### src/rtl/ps2_host_tx_pkg.sv
// Shared definitions for the PS/2 host transmitter: FSM encoding, command bytes,
// default timing and the frame builder.
package ps2_host_tx_pkg;

    typedef enum logic [2:0] {
        ST_IDLE      = 3'd0,
        ST_INHIBIT   = 3'd1,
        ST_RTS       = 3'd2,
        ST_SEND      = 3'd3,
        ST_STOP      = 3'd4,
        ST_ACK       = 3'd5,
        ST_WAIT_IDLE = 3'd6,
        ST_FAIL      = 3'd7
    } tx_state_e;

    localparam logic [7:0] PS2_CMD_SET_LEDS = 8'hED;
    localparam logic [7:0] PS2_CMD_RESET    = 8'hFF;
    localparam logic [7:0] PS2_CMD_ENABLE   = 8'hF4;
    localparam logic [7:0] PS2_CMD_RESEND   = 8'hFE;

    localparam int DEF_INHIBIT_CYCLES = 5000;
    localparam int DEF_TIMEOUT_CYCLES = 100000;
    localparam int DEF_FILTER_LEN     = 8;

    // {stop, odd parity, data}; bit 0 goes out first.
    function automatic logic [9:0] ps2_frame(input logic [7:0] d);
        return {1'b1, ~^d, d};
    endfunction

endpackage

### src/rtl/ps2_host_tx_line_filter.sv
// Two-flop synchroniser plus glitch filter: the level only moves after
// FILTER_LEN identical consecutive samples. Idle (released) level is 1.
module ps2_line_filter #(
    parameter int FILTER_LEN = 8
) (
    input  logic clk_i,
    input  logic rst_i,
    input  logic line_i,
    output logic level_o
);

    logic                  sync1_q, sync2_q;
    logic [FILTER_LEN-1:0] hist_q;
    logic                  level_q, level_d;

    always_comb begin
        level_d = level_q;
        if (&hist_q) begin
            level_d = 1'b1;
        end else if (~|hist_q) begin
            level_d = 1'b0;
        end
    end

    always_ff @(posedge clk_i or posedge rst_i) begin
        if (rst_i) begin
            sync1_q <= 1'b1;
            sync2_q <= 1'b1;
            hist_q  <= '1;
            level_q <= 1'b1;
        end else begin
            sync1_q <= line_i;
            sync2_q <= sync1_q;
            hist_q  <= {hist_q[FILTER_LEN-2:0], sync2_q};
            level_q <= level_d;
        end
    end

    assign level_o = level_q;

endmodule

### src/rtl/ps2_host_tx.sv
// PS/2 host-to-device command transmitter (inhibit, request-to-send, device-clocked
// bits, ACK check). Define PS2_TX_RETRY_EN to retry once after a NACK or timeout.
module ps2_host_tx
    import ps2_host_tx_pkg::*;
#(
    parameter int INHIBIT_CYCLES = DEF_INHIBIT_CYCLES,
    parameter int TIMEOUT_CYCLES = DEF_TIMEOUT_CYCLES,
    parameter int FILTER_LEN     = DEF_FILTER_LEN
) (
    input  logic       Clock,
    input  logic       Reset,
    input  logic [7:0] iData,
    input  logic       iSend,
    input  logic       PS2_CLK_IN,
    input  logic       PS2_DATA_IN,
    output logic       oPS2_CLK_OE,
    output logic       oPS2_DATA_OE,
    output logic       oBusy,
    output logic       oDone,
    output logic       oError
);

    localparam logic [31:0] INHIBIT_LAST = 32'(INHIBIT_CYCLES);
    localparam logic [31:0] TIMEOUT_LAST = 32'(TIMEOUT_CYCLES - 1);

    tx_state_e   state_q, state_d;
    logic [9:0]  frame_q, frame_d;
    logic [3:0]  bit_cnt_q, bit_cnt_d;
    logic [31:0] timer_q, timer_d;
    logic        data_q, data_d;
    logic        clk_prev_q;
    logic        clk_f, data_f;
    logic        fe, fe_live, timeout, bus_idle, fail_now;
`ifdef PS2_TX_RETRY_EN
    logic        retry_q, retry_d;
`endif

    ps2_line_filter #(.FILTER_LEN(FILTER_LEN)) u_clk_filt (
        .clk_i   (Clock),
        .rst_i   (Reset),
        .line_i  (PS2_CLK_IN),
        .level_o (clk_f)
    );

    ps2_line_filter #(.FILTER_LEN(FILTER_LEN)) u_data_filt (
        .clk_i   (Clock),
        .rst_i   (Reset),
        .line_i  (PS2_DATA_IN),
        .level_o (data_f)
    );

    assign fe       = clk_prev_q & ~clk_f;
    assign fe_live  = fe && (state_q inside {ST_SEND, ST_STOP, ST_ACK});
    assign bus_idle = clk_f & data_f;
    // The timer holds 1 in the first cycle after an entry or fe, so FAIL lands
    // exactly TIMEOUT_CYCLES after the last fe.
    assign timeout  = (state_q inside {ST_SEND, ST_STOP, ST_ACK, ST_WAIT_IDLE}) &&
                      (timer_q >= TIMEOUT_LAST);

    always_ff @(posedge Clock or posedge Reset) begin
        if (Reset) begin
            state_q    <= ST_IDLE;
            frame_q    <= '0;
            bit_cnt_q  <= '0;
            timer_q    <= '0;
            data_q     <= 1'b1;
            clk_prev_q <= 1'b1;
`ifdef PS2_TX_RETRY_EN
            retry_q    <= 1'b0;
`endif
        end else begin
            state_q    <= state_d;
            frame_q    <= frame_d;
            bit_cnt_q  <= bit_cnt_d;
            timer_q    <= timer_d;
            data_q     <= data_d;
            clk_prev_q <= clk_f;
`ifdef PS2_TX_RETRY_EN
            retry_q    <= retry_d;
`endif
        end
    end

    always_comb begin
        state_d   = state_q;
        frame_d   = frame_q;
        bit_cnt_d = bit_cnt_q;
        data_d    = data_q;
        fail_now  = 1'b0;
`ifdef PS2_TX_RETRY_EN
        retry_d   = retry_q;
`endif
        case (state_q)
            ST_IDLE: begin
                if (iSend) begin
                    frame_d = ps2_frame(iData);
                    state_d = ST_INHIBIT;
`ifdef PS2_TX_RETRY_EN
                    retry_d = 1'b0;
`endif
                end
            end
            ST_INHIBIT: begin
                if (timer_q >= INHIBIT_LAST) begin
                    state_d = ST_RTS;
                end
            end
            ST_RTS: begin
                state_d   = ST_SEND;
                bit_cnt_d = '0;
                data_d    = 1'b0;
            end
            ST_SEND: begin
                if (timeout) begin
                    fail_now = 1'b1;
                end else if (fe) begin
                    data_d    = frame_q[bit_cnt_q];
                    bit_cnt_d = bit_cnt_q + 4'd1;
                    if (bit_cnt_q == 4'd8) begin
                        state_d = ST_STOP;
                    end
                end
            end
            ST_STOP: begin
                if (timeout) begin
                    fail_now = 1'b1;
                end else if (fe) begin
                    data_d  = frame_q[9];
                    state_d = ST_ACK;
                end
            end
            ST_ACK: begin
                if (timeout) begin
                    fail_now = 1'b1;
                end else if (fe) begin
                    if (!data_f) begin
                        state_d = ST_WAIT_IDLE;
                    end else begin
                        fail_now = 1'b1;
                    end
                end
            end
            ST_WAIT_IDLE: begin
                if (timeout) begin
                    fail_now = 1'b1;
                end else if (bus_idle) begin
                    state_d = ST_IDLE;
                end
            end
            ST_FAIL: state_d = ST_IDLE;
            default: state_d = ST_IDLE;
        endcase

        if (fail_now) begin
            data_d = 1'b1;
`ifdef PS2_TX_RETRY_EN
            if (!retry_q) begin
                state_d = ST_INHIBIT;
                retry_d = 1'b1;
            end else begin
                state_d = ST_FAIL;
            end
`else
            state_d = ST_FAIL;
`endif
        end

        if (state_d == ST_IDLE) begin
            timer_d = '0;
        end else if ((state_d != state_q) || fe_live) begin
            timer_d = 32'd1;
        end else begin
            timer_d = timer_q + 32'd1;
        end
    end

    always_comb begin
        oPS2_CLK_OE  = 1'b0;
        oPS2_DATA_OE = 1'b0;
        oBusy        = (state_q != ST_IDLE);
        oDone        = 1'b0;
        oError       = 1'b0;
        case (state_q)
            ST_INHIBIT: begin
                oPS2_CLK_OE  = 1'b1;
                oPS2_DATA_OE = (timer_q >= INHIBIT_LAST);
            end
            ST_RTS:          oPS2_DATA_OE = 1'b1;
            ST_SEND, ST_STOP: oPS2_DATA_OE = ~data_q;
            ST_WAIT_IDLE:    oDone = !timeout && bus_idle;
            ST_FAIL:         oError = 1'b1;
            default: ;
        endcase
    end

endmodule
### config.mk
export PLATFORM = sky130hd
export DESIGN_NAME = ps2_host_tx
export DESIGN_NICKNAME = d
export VERILOG_FILES = /design/src/rtl/ps2_host_tx_pkg.sv /design/src/rtl/ps2_host_tx_line_filter.sv /design/src/rtl/ps2_host_tx.sv
export SDC_FILE = /design/constraint.sdc
export NUM_CORES = 1
export LEC_CHECK = 0
export ABC_AREA = 0
export BUFFER_PORTS_ARGS = -buffer_cell sky130_fd_sc_hd__buf_2
export CORE_MARGIN = 1
export CORE_UTILIZATION = 60
export DETAILED_ROUTE_END_ITERATION = 10
export PLACE_DENSITY = 0.86
export SLEW_MARGIN = 20
export SYNTH_ARGS = -nofsm -noshare
export SYNTH_HDL_FRONTEND = slang
export SYNTH_SLANG_ARGS = --single-unit
### constraint.sdc
create_clock -name Clock -period 2.9 [get_ports Clock]
set_input_delay 0.87 -clock Clock [delete_from_list [all_inputs] [get_ports Clock]]
set_output_delay 0.87 -clock Clock [all_outputs]
set_load 0.01 [all_outputs]
* After elaboration in Yosys (flattened, before gate mapping)
Cells that the tools add are included.
Operators by class: reductions and logical operators 22, mux-type cells 40, order comparisons 3, eq/ne operators 17, $add $sub $neg 2, bitwise gates (word level) 4
Operator list (number):
- $mux 32 | 2
- $mux 3 | 13
- $add 32x1->32 const B | 1
- $ge 32x13->1 const B | 1
- $ge 32x17->1 const B | 1
- $pmux 3 s8 | 1
- $mux 1 | 17
- $reduce_and 8->1 | 2
- $reduce_or 8->1 | 2
- $eq 3x3->1 const B | 4
- $ne 3x3->1 const B | 4
- $mux 4 | 2
- $pmux 4 s2 | 1
- $reduce_bool 4->1 | 2
- $reduce_xnor 8->1 | 1
- $eq 3x2->1 const B | 2
- $logic_not 3->1 | 2
- $pmux 1 s3 | 2
- $reduce_bool 3->1 | 2
- $lt 4x5->1 const B | 1
- $reduce_and 5->1 | 1
- $add 4x1->4 const B | 1
- $bmux 1 s4 | 1
- $eq 4x4->1 const B | 1
- 15 further kinds | 21
Word-level totals: output and inout port bits 5, input port bits 13, bits in registers 73

* Longest topological paths before layout
Gate-level depths: netlist (run 1).
depth after elaboration 10, mapped depth 10, mapped depth without buffers 9

* Modules after synthesis
From an unflattened synthesis (run 1), not the netlist that was laid out.
Second synthesis, totals: cell total of the unflattened synthesis 294, area total of the unflattened synthesis 3345.7 sq um
Modules (own cells, without submodules):
- ps2_host_tx | instances 1, area each 2685.1 sq um, sequential area each 1278.7 sq um, cells each 258
- ps2_line_filter | instances 2, area each 330.3 sq um, sequential area each 289.0 sq um, cells each 18

* Least setup slack after synthesis (run 1)
Ideal clock, no wire load.
kind register to register, start register timer_q[0], end register timer_q[7], arrival 2.482 ns, path slack 0.280 ns, setup time 0.138 ns, path buffers 1, clock period less this slack 2.620 ns, data required time 2.762 ns, stages on the path, launching flop included 10, cell sequence dfrtp_1 -> ha_1 -> and4_4 -> o311ai_4 -> nand3_4 -> or4_4 -> nand4_4 -> mux2i_2 -> buf_6 -> nor3_2
On the way: word-level cells in the longest chain between the ends 9, elaborated cells on any way between the ends 19, those cells by class add/sub: 1; order compare: 2; eq/ne: 1; mux: 12; reduce/logical: 3
RTL lines:
- start: declaration | line ps2_host_tx.sv:29 | logic [31:0] timer_q, timer_d;
- start signal: assignment | line ps2_host_tx.sv:75 | timer_q <= timer_d;
- $ge 32x17->1 | line ps2_host_tx.sv:58 | (timer_q >= TIMEOUT_LAST);
- $logic_and 1x1->1 | line ps2_host_tx.sv:57 | assign timeout = (state_q inside {ST_SEND, ST_STOP, ST_ACK, ST_WAIT_IDLE}) &&
- $mux 3, or another cell as far along | line ps2_host_tx.sv:144 | if (timeout) begin
- $pmux 3 s8 or $pmux 1 s2 (tied branches) | line ps2_host_tx.sv:93 | case (state_q)
- $mux 3 * | line ps2_host_tx.sv:154 | if (fail_now) begin
- via state_d[1] | line ps2_host_tx.sv:26 | tx_state_e state_q, state_d;
- $ne 3x3->1 | line ps2_host_tx.sv:170 | end else if ((state_d != state_q) || fe_live) begin
- $logic_or 1x1->1 | line ps2_host_tx.sv:170
- $mux 32 | line ps2_host_tx.sv:170
- $mux 32 * | line ps2_host_tx.sv:168 | if (state_d == ST_IDLE) begin
- via timer_d[7] | line ps2_host_tx.sv:29
Mark *: on every way through the listed nets, which the timed path passes. The rest lies on a longest branch. A chain may end at the register's enable or synchronous reset.

* Final worst setup path (run 1)
start register timer_q[0], end output oDone
On the way: word-level cells in the longest chain between the ends 5
RTL lines:
- $ge 32x17->1 | line ps2_host_tx.sv:58
- $logic_and 1x1->1 | line ps2_host_tx.sv:57
- $logic_not 1->1 | line ps2_host_tx.sv:190 | ST_WAIT_IDLE: oDone = !timeout && bus_idle;
- $logic_and 1x1->1 | line ps2_host_tx.sv:190
- $mux 1 | line ps2_host_tx.sv:183 | case (state_q)
- end: declaration | line ps2_host_tx.sv:19 | output logic oDone,
No other way between the ends.

==> results of run 1 <==
placed cells by master, fill, tap and decap left out, types with 4 or more instances in the layout:
master,synthesis,final
mux2_2,10,10
xnor2_1,13,13
nand2b_1,4,4
nor3_2,10,10
xor2_1,12,12
and3_1,5,5
inv_1,9,8
conb_1,1,15
buf_2,1,17
buf_4,0,10
nor2b_1,4,4
nand2_1,25,25
dfstp_2,24,24
o21ai_0,11,11
nor3_1,8,8
nor2_1,15,15
nand3_1,11,11
clkbuf_8,0,11
dfrtp_1,49,48
nand4_1,7,7
state kept, by name, summed over array words and instances, names as in the netlist:
name	flops
bit_cnt_q	4
clk_prev_q	1
data_q	1
frame_q	10
state_q	3
timer_q	32
u_clk_filt.hist_q	8
u_clk_filt.level_o	1
u_clk_filt.sync1_q	1
u_clk_filt.sync2_q	1
u_data_filt.hist_q	8
u_data_filt.level_o	1
u_data_filt.sync1_q	1
u_data_filt.sync2_q	1
cell type report:
| type | count | area share |
|---|---|---|
| Clock buffer | 11 | 0.0394 |
| Clock inverter | 5 | 0.00978 |
| Inverter | 9 | 0.00880 |
| Multi-Input combinational cell | 202 | 0.383 |
| Sequential cell | 73 | 0.484 |
| Tap cell | 70 | 0.0228 |
| Timing Repair Buffer | 29 | 0.0522 |
cells by family (layout without fill, tap and decap cells):
logic type / after synthesis / count (layout) / synth area share
DFF: 73 / 73 / 0.559
buffers and inverters: 17 / 54 / 0.0241
other: 1 / 15 / 0.00113
adders and majority gates: 4 / 4 / 0.0151
xor gates and xnor gates: 25 / 25 / 0.0659
AOI/OAI and AO/OA: 34 / 34 / 0.0798
muxes: 15 / 15 / 0.0587
and+or+nand+nor: 109 / 109 / 0.197
per-layer routing:
layer | global-route usage | share of wire | up-vias
li1 | - | - | 1085
met1 | 0.309 | 0.44 | 1114
met2 | 0.364 | 0.49 | 64
met3 | 0.0659 | 0.042 | 17
met4 | 0.133 | 0.023 | 0
met5 | 0 | 0 | -
stage by stage:
step / utilization / hold WS, ns / area, um^2 / TNS, ns
2_1_floorplan: - / 0.345 / 3380 / 0
3_3_place_gp: 0.688 / 0.345 / 3580 / 0
3_5_place_dp: 0.688 / 0.347 / 3580 / 0
4_1_cts: 0.732 / 0.358 / 3810 / 0
5_1_grt: 0.738 / 0.361 / 3840 / -0.0196
6_report: 0.738 / 0.357 / 3840 / 0
repair_timing:
item / CTS / global route
resized for setup: 3 / 4
endpoints found under the setup margin: 2 / 3
setup buffers: 4 / 1
pin swaps: 3 / 4
endpoints found under the hold margin: 0 / 0
worst max path at each step:
stage / from / to / cells after the start
finish: timer_q[0] / oDone / 6
global route: timer_q[24] / oPS2_DATA_OE / 7
CTS: timer_q[6] / oPS2_DATA_OE / 6
detailed placement: timer_q[0] / timer_q[3] / 9
global placement: timer_q[0] / oDone / 6
floorplan: Reset / bit_cnt_q[0] / 1
report_power, final:
part	internal, W	leakage [nW]	switching, W
Sequential	0.00116	0.866	0.000109
Combinational	0.000360	0.617	0.000468
Clock	0.000362	0.100	0.000378
Total	0.00189	1.58	0.000955
==> summary.md, run 1 <==
| Metric | Value |
|---|---|
| Root buffer cell | clkbuf_8 |
| Die W | 76.4 um |
| Endpoints failing setup | 0 |
| Fill cells | 362 |
| Mapped Cells | 278 |
| Vias in the first global route | 2,222 |
| CTS tree | built |
| Worst Setup Start Kind | register |
| Core Rows | 26 |
| Slowest CP cell | dfrtp_1 |
| Dominant synthesized flop cell | dfrtp_1 |
| Initial core utilization | 0.639 |
| Clock Skews | 0.0103 ns |
| Worst reg2reg path depth | 10 |
| Clk buf depth | 2 |
| Gp weighted congestion | 0.891 |
| Peak VDD IR | 0.000535 V |
| Dpl ws | 0.242 ns |
| Leakage power | 1.58 nW |
| ANT cells | 0 |
| Tcrit/Tclk final | 0.971 |
| Crit-path leading delay family | simple AND/OR/NAND/NOR gates |
| Synthesized area | 3320 um^2 |
| Hold_buf cts | 0 |
| Top cells by area, synth | dfrtp_1 37%, dfstp_2 19%, xnor2_1 3.4% |
| Final Power | 0.00284 W |
| Hold WC Path Type | register to register |
| Ys async rst share | 1.00 |
| Synth area leader | dfrtp_1 |
| Clock transition at path regs | 0.08 ns |
| CP bufs+invs | 1 |
| Reg area | 1860 um^2 |
| Setup WS post-layout | 0.0837 ns |
| Die height | 76.4 um |
| Total GRT Usage | 0.238 |
| Fmax | 355 MHz |
| Seq/Total Area, Yosys | 0.559 |
| Mean post-synth cell area | 12.0 um^2 |
| DRC Markers | 0 |
| CTS Sinks | 73 |
| First-pass GRT wire length | 10.5 mm |
| Fin crit period | 2.82 ns |
| Hold Crit Endpoint | u_data_filt.hist_q[0] |
| Fin. max-slew vios | 0 |
| Status | completed |
| Seq cells post-synth | 73 |
| RSZ-0062 raised after global routing | true |
| Worst hold start | u_data_filt.sync2_q |
| Die area | 5840 um^2 |
| Critical path, cell by cell | ha_2, and4_4, o311ai_4, nand3_4, nor4_2, buf_2 |
| Drt pass-1 iters | 4 |
| Final hold violations | 0 |
| Finished Layout Cells | 399 |
| H-tree Lvls | 3 |
| Post-synth top cells | 49 x dfrtp_1, 25 x nand2_1, 24 x dfstp_2 |
| Worst r2r src | timer_q[0] |
| Clk_lat worst skew | 0.35 ns |
| Via count | 2,280 |
| Final ANT Viol Nets | 0 |
| WP data arrival | 1.95 ns |
| PortBufs | 17 |
| R2r endpoint | timer_q[3] |
| Area of the core | 5200 um^2 |
| Max-cap violations | 0 |
| Hold Path Stages | 0 |
| Starting DRC count in detailed routing | 124 |
| Share of layout cells above drive strength 1 | 0.328 |
| Layout Area Growth over Synthesis | 15.5% |
| Worst Path Required | 2.03 ns |
| CP Capture Type | primary output |
| Netlist cell types | 53 |
| Final net count | 341 |
| WL final | 6.13 mm |
| Warnings from Yosys | 0 |
| Initial antenna violation count | 0 |
| Crit path largest cell delay | 0.40 ns |
| Crit path kind | register to primary output |
| EDFF count, synth | 0 |
| Footprint of the multi-input gates | 1470 um^2 |
| TritonCTS Buffers | 9 |
| Placed cell count | 378 |
| Gr ovfl total | 0 |
| Top cell type's share of synthesized area | 0.369 |
| Largest net degree at the start of global routing | 40 |
| Crit path max fanout | 3 |
| R2R Setup Slk | 0.21 ns |
| IO Pins | 18 |
| PwrDens | 740 nW/um^2 |
| Vias/cell | 5.71 |
| WL per Instance | 15.4 um |
| Most common cell in the netlist | dfrtp_1 |
| Dpl hpwl | 4.38 mm |
Power figures use the tool's default switching activity.
==> run 2: changes to the inputs <==
--- a/config.mk
+++ b/config.mk
@@ -11,6 +11,7 @@
 export CORE_UTILIZATION = 60
 export DETAILED_ROUTE_END_ITERATION = 10
 export PLACE_DENSITY = 0.86
+export RECOVER_POWER = 25
 export SLEW_MARGIN = 20
 export SYNTH_ARGS = -nofsm -noshare
 export SYNTH_HDL_FRONTEND = slang
==> run 2 against run 1 <==
Net effect:
- flip-flop and latch count stayed put
- final cell count stayed put
- maximum frequency is 0.17% lower
- largest cell class unchanged
- critical path type unchanged
- combinational power hardly changed
==> summary.md, run 2 (same netlist as run 1, synthesis figures left out) <==
| Metric | Value |
|---|---|
| Status | completed |
| H-tree Lvls | 3 |
| Initial core utilization | 0.639 |
| CP bufs+invs | 1 |
| Via count | 2,309 |
| Crit-path leading delay family | simple AND/OR/NAND/NOR gates |
| PortBufs | 17 |
| Levels on crit path | 6 |
| Top reg by flops | timer_q |
| Fmax | 354 MHz |
| TritonCTS Buffers | 9 |
| CP Capture Type | primary output |
| Slew @ Worst Pin | 0.622 ns |
| Endpoints failing setup | 0 |
| Clk buf depth | 2 |
| Fill cells | 362 |
| R2R Setup Slk | 0.21 ns |
| CTS tree | built |
| Final hold violations | 0 |
| Drt pass-1 iters | 4 |
| Worst r2r src | timer_q[0] |
| Crit path kind | register to primary output |
| Share of layout cells above drive strength 1 | 0.283 |
| Vias in the first global route | 2,222 |
| Vias/cell | 5.79 |
| Worst Setup Start Kind | register |
| Most frequent cells in the layout | 48 x dfrtp_1, 25 x nand2_1, 17 x buf_2 |
| Initial antenna violation count | 0 |
| Die area | 5840 um^2 |
| Max-cap violations | 0 |
| Layout Area Growth over Synthesis | 15.5% |
| Die height | 76.4 um |
| Critical Path Start | timer_q[0] |
| WL final | 6.13 mm |
| Hold WC Path Type | register to register |
| RSZ-0062 raised after global routing | true |
| Max reg flops | 32 |
| Hold_buf cts | 0 |
| Clock transition at path regs | 0.08 ns |
| Root buffer cell | clkbuf_8 |
| Fin. max-slew vios | 0 |
| Critical path, cell by cell | ha_2, and4_4, o311ai_4, nand3_4, nor4_2, buf_2 |
| DRC Markers | 0 |
| Largest registers | timer_q: 32 flops, frame_q: 10 flops |
| Fin crit period | 2.82 ns |
| R2r endpoint | timer_q[3] |
| Commonest non-fill, non-tap cell in the layout | dfrtp_1 |
| Gp weighted congestion | 0.891 |
| Area of the core | 5200 um^2 |
| Slowest CP cell | dfrtp_1 |
| Core Rows | 26 |
| First-pass GRT wire length | 10.5 mm |
| ANT cells | 0 |
| WP data arrival | 1.95 ns |
| Tcrit/Tclk final | 0.973 |
| Hold WS | 0.357 ns |
| Peak VDD IR | 0.000534 V |
| Clk_lat worst skew | 0.35 ns |
| Leakage power | 1.58 nW |
| Dpl hpwl | 4.38 mm |
| CTS Sinks | 73 |
| Worst Path Required | 2.03 ns |
| Largest net degree at the start of global routing | 40 |
| Worst reg2reg path depth | 10 |
| Final net count | 341 |
| Starting DRC count in detailed routing | 151 |
| IO Pins | 18 |
| PwrDens | 740 nW/um^2 |
| Crit path largest cell delay | 0.40 ns |
| Final Power | 0.00284 W |
| Final ANT Viol Nets | 0 |
| Die W | 76.4 um |
| Total GRT Usage | 0.238 |
| Setup crit end | oDone |
| WL per Instance | 15.4 um |
| Clock Skews | 0.0105 ns |
| Crit path max fanout | 3 |
| Slew headroom | 0.585 |
| Gr ovfl total | 0 |
==> run 2: cell counts in the layout (fill, tap and decap cells not counted) <==
No cell type changed its count.
==> run 2: final cells by class <==
type / instances / area (um^2) / area share
tap: 70 / 87.6 / 0.0228
inverter: 9 / 33.8 / 0.00880
multi-input combinational: 202 / 1470 / 0.383
timing repair buffer: 29 / 200 / 0.0522
sequential: 73 / 1860 / 0.484
clock inverter: 5 / 37.5 / 0.00978
clock buffer: 11 / 151 / 0.0394
==> run 2: worst min-delay path by stage <==
stage,start,to,slack [ns],cells after the start
3_3_place_gp,u_data_filt.sync1_q,u_data_filt.sync2_q,0.35,0
2_1_floorplan,u_clk_filt.sync2_q,u_clk_filt.hist_q[0],0.35,0
4_1_cts,u_data_filt.sync1_q,u_data_filt.sync2_q,0.36,0
3_5_place_dp,u_data_filt.sync1_q,u_data_filt.sync2_q,0.35,0
5_1_grt,u_data_filt.sync1_q,u_data_filt.sync2_q,0.36,0
6_report,u_data_filt.sync1_q,u_data_filt.sync2_q,0.36,0
==> run 2: per-layer routing <==
metal  up-vias  GRT usage  part of all wire  wire length (um)
li1       1083          -                 -                 -
met1      1126      0.309              0.44              2680
met2        75      0.364              0.49              3000
met3        25     0.0659             0.045               279
met4         0      0.133             0.029               179
met5         -          0                 0                 0
==> run 2: metrics by stage <==
stage          cells  setup WS, ns  utilization  cell area (um^2)  setup TNS (ns)
6_report         399        0.0790        0.738              3840               0
3_3_place_gp     378         0.330        0.688              3580               0
3_5_place_dp     378         0.242        0.688              3580               0
5_1_grt          399       -0.0196        0.738              3840         -0.0196
4_1_cts          398       0.00273        0.732              3810               0
2_1_floorplan    292         0.216            -              3380               0
==> run 2: power by group <==
part	total (W)	switching [W]	internal (W)
sequential	0.00127	0.000109	0.00116
clock	0.000741	0.000379	0.000362
combinational	0.000830	0.000470	0.000360
total	0.00284	0.000958	0.00188
==> run 2: timing repair <==
item,4_1_cts,5_1_grt
pin swaps,3,4
gates resized for setup,3,4
setup buffers,4,1
setup endpoints to repair,2,3
==> run 3: changes to the inputs <==
--- a/config.mk
+++ b/config.mk
@@ -6,11 +6,11 @@
 export NUM_CORES = 1
 export LEC_CHECK = 0
 export ABC_AREA = 0
-export BUFFER_PORTS_ARGS = -buffer_cell sky130_fd_sc_hd__buf_2
 export CORE_MARGIN = 1
-export CORE_UTILIZATION = 60
+export CORE_UTILIZATION = 30
 export DETAILED_ROUTE_END_ITERATION = 10
-export PLACE_DENSITY = 0.86
+export DONT_BUFFER_PORTS = 1
+export PLACE_DENSITY = 0.52
 export RECOVER_POWER = 25
 export SLEW_MARGIN = 20
 export SYNTH_ARGS = -nofsm -noshare
==> run 3 against run 2 <==
Net effect:
- first-iteration DRC count shrank 36%
- clock skew increased by 0.0049 ns
- critical path depth unchanged
- clock-buffer cell count is the same
- highest routed layer unchanged
==> summary.md, run 3 (same netlist as run 1, synthesis figures left out) <==
| Metric | Value |
|---|---|
| Die height | 107 um |
| Total GRT Usage | 0.120 |
| Via count | 2,156 |
| Die W | 107 um |
| Endpoints failing setup | 0 |
| Slew headroom | 0.505 |
| Gp weighted congestion | 0.792 |
| Worst Setup Start Kind | register |
| Root buffer cell | clkbuf_8 |
| IO Pins | 18 |
| Clock share of power | 0.301 |
| Gr ovfl total | 0 |
| WL final | 6.11 mm |
| Crit path max fanout | 5 |
| Fill cells | 1,065 |
| Hold WC Path Type | register to register |
| TritonCTS Buffers | 9 |
| Initial antenna violation count | 0 |
| Final ANT Viol Nets | 0 |
| Hold_buf cts | 0 |
| CTS Sinks | 73 |
| Layout Area Growth over Synthesis | 17.4% |
| Final hold violations | 0 |
| Slowest CP cell | dfrtp_1 |
| Clk buf depth | 2 |
| Leakage power | 1.52 nW |
| Placed cell count | 433 |
| Die area | 11,500 um^2 |
| WP data arrival | 1.92 ns |
| Share of power burned in registers | 0.431 |
| Starting DRC count in detailed routing | 96 |
| Dpl hpwl | 4.26 mm |
| Largest net degree at the start of global routing | 38 |
| Area of the core | 10,800 um^2 |
| WL per Instance | 13.4 um |
| Sw Ratio | 0.316 |
| Fin. max-slew vios | 0 |
| Most frequent cells in the layout | 49 x dfrtp_1, 25 x nand2_1, 15 x nor2_1, 15 x conb_1, 13 x xnor2_1 |
| Initial core utilization | 0.307 |
| Fin crit period | 2.79 ns |
| PortBufs | 0 |
| Clock Skews | 0.0154 ns |
| Top reg by flops | timer_q |
| CP Capture Type | primary output |
| Peak VDD IR | 0.000273 V |
| Dpl cell area | 3600 um^2 |
| Largest registers | timer_q: 32 flops, frame_q: 10 flops |
| Crit path largest cell delay | 0.47 ns |
| Vias/cell | 4.75 |
| Drt pass-1 iters | 4 |
| Clock transition at path regs | 0.08 ns |
| Share of layout cells above drive strength 1 | 0.252 |
| Core Rows | 38 |
| Tcrit/Tclk final | 0.964 |
| ANT cells | 0 |
| PwrDens | 764 nW/um^2 |
| Max-cap violations | 0 |
| RSZ-0062 raised after global routing | true |
| H-tree Lvls | 3 |
| CTS tree | built |
| Psw | 0.000943 W |
| First-pass GRT wire length | 10.6 mm |
| Finished Layout Cells | 454 |
| Gate power share | 0.268 |
| Slew @ Worst Pin | 0.742 ns |
| Worst Path Required | 2.03 ns |
| DRC Markers | 0 |
| Status | completed |
| Commonest non-fill, non-tap cell in the layout | dfrtp_1 |
| Max reg flops | 32 |
| Critical path, cell by cell | and4_1, o41ai_1, nand4_1, nand2_1, mux2_2, o21ai_1 |
| Finished Cell Area | 3900 um^2 |
| Fmax | 358 MHz |
| Vias in the first global route | 2,186 |
| Crit path kind | register to primary output |
| Int Pwr | 0.00204 W |
| Final net count | 326 |
| Clk_lat worst skew | 0.34 ns |
-- run 3: changes by cell type in the layout (fill, tap and decap cells not counted), moves of 2 or more --
cell,previous run,this run
clkinv_4,2,0
buf_2,17,0
bufinv_16,0,2
dfstp_1,14,12
dfstp_2,10,12
buf_4,10,12
-- run 3: area by class of cell --
cell class | count | area [um^2] | share of cell area
inverter | 9 | 33.8 | 0.00866
sequential | 73 | 1860 | 0.476
clock inverter | 5 | 77.6 | 0.0199
multi-input combinational | 202 | 1480 | 0.379
tap | 140 | 175 | 0.0449
timing repair buffer | 14 | 130 | 0.0333
clock buffer | 11 | 151 | 0.0388
-- run 3: final timing paths --
path,start,end,slack (ns),depth (start not counted)
max in group asynchronous,Reset,u_clk_filt.hist_q[5],1.57,2
worst min-delay path,u_data_filt.hist_q[5],u_data_filt.hist_q[6],0.35,0
worst min register to register,u_data_filt.hist_q[5],u_data_filt.hist_q[6],0.35,0
worst max register to register,timer_q[0],timer_q[2],0.15,10
worst max-delay path,timer_q[7],oPS2_DATA_OE,0.11,6
min in group asynchronous,Reset,timer_q[27],0.55,1
-- run 3: metrics by stage --
step	power (W)	hold slack, ns	setup slack, ns	utilization	TNS, ns
2_1_floorplan	0.00188	0.345	0.216	-	0
3_3_place_gp	0.00208	0.346	0.252	0.332	0
6_report	0.00298	0.355	0.105	0.360	0
4_1_cts	0.00303	0.355	0.0613	0.358	0
3_5_place_dp	0.00209	0.347	0.185	0.332	0
5_1_grt	0.00316	0.361	-0.00202	0.360	-0.00202
-- run 3: routing by layer --
layer,share of wire,up-vias,GRT usage
li1,-,1046,-
met4,0.017,0,0.0587
met1,0.48,1070,0.157
met3,0.034,7,0.0297
met2,0.47,33,0.186
met5,0,-,0
-- run 3: power groups by stage --
stage	Sequential, W	Clock, W	Combinational (W)
3_3_place_gp	0.00130	0	0.000779
2_1_floorplan	0.00123	0	0.000645
3_5_place_dp	0.00130	0	0.000782
4_1_cts	0.00128	0.000934	0.000809
6_report	0.00129	0.000897	0.000800
5_1_grt	0.00130	0.000982	0.000879
-- run 3: timing repair --
action | 4_1_cts | 5_1_grt
pin swaps | 3 | 1
endpoints found under the setup margin | 2 | 3
resized for setup | 5 | 3
setup buffers | 4 | 1
-- run 3: critical path, delay by kind of cell, from the launching register on --
kind / cells / cell delay [ns]
AND/OR/NAND/NOR: 3 / 0.49
multiplexers: 1 / 0.28
AO/OA/AOI/OAI: 2 / 0.34
flip-flops: 1 / 0.47
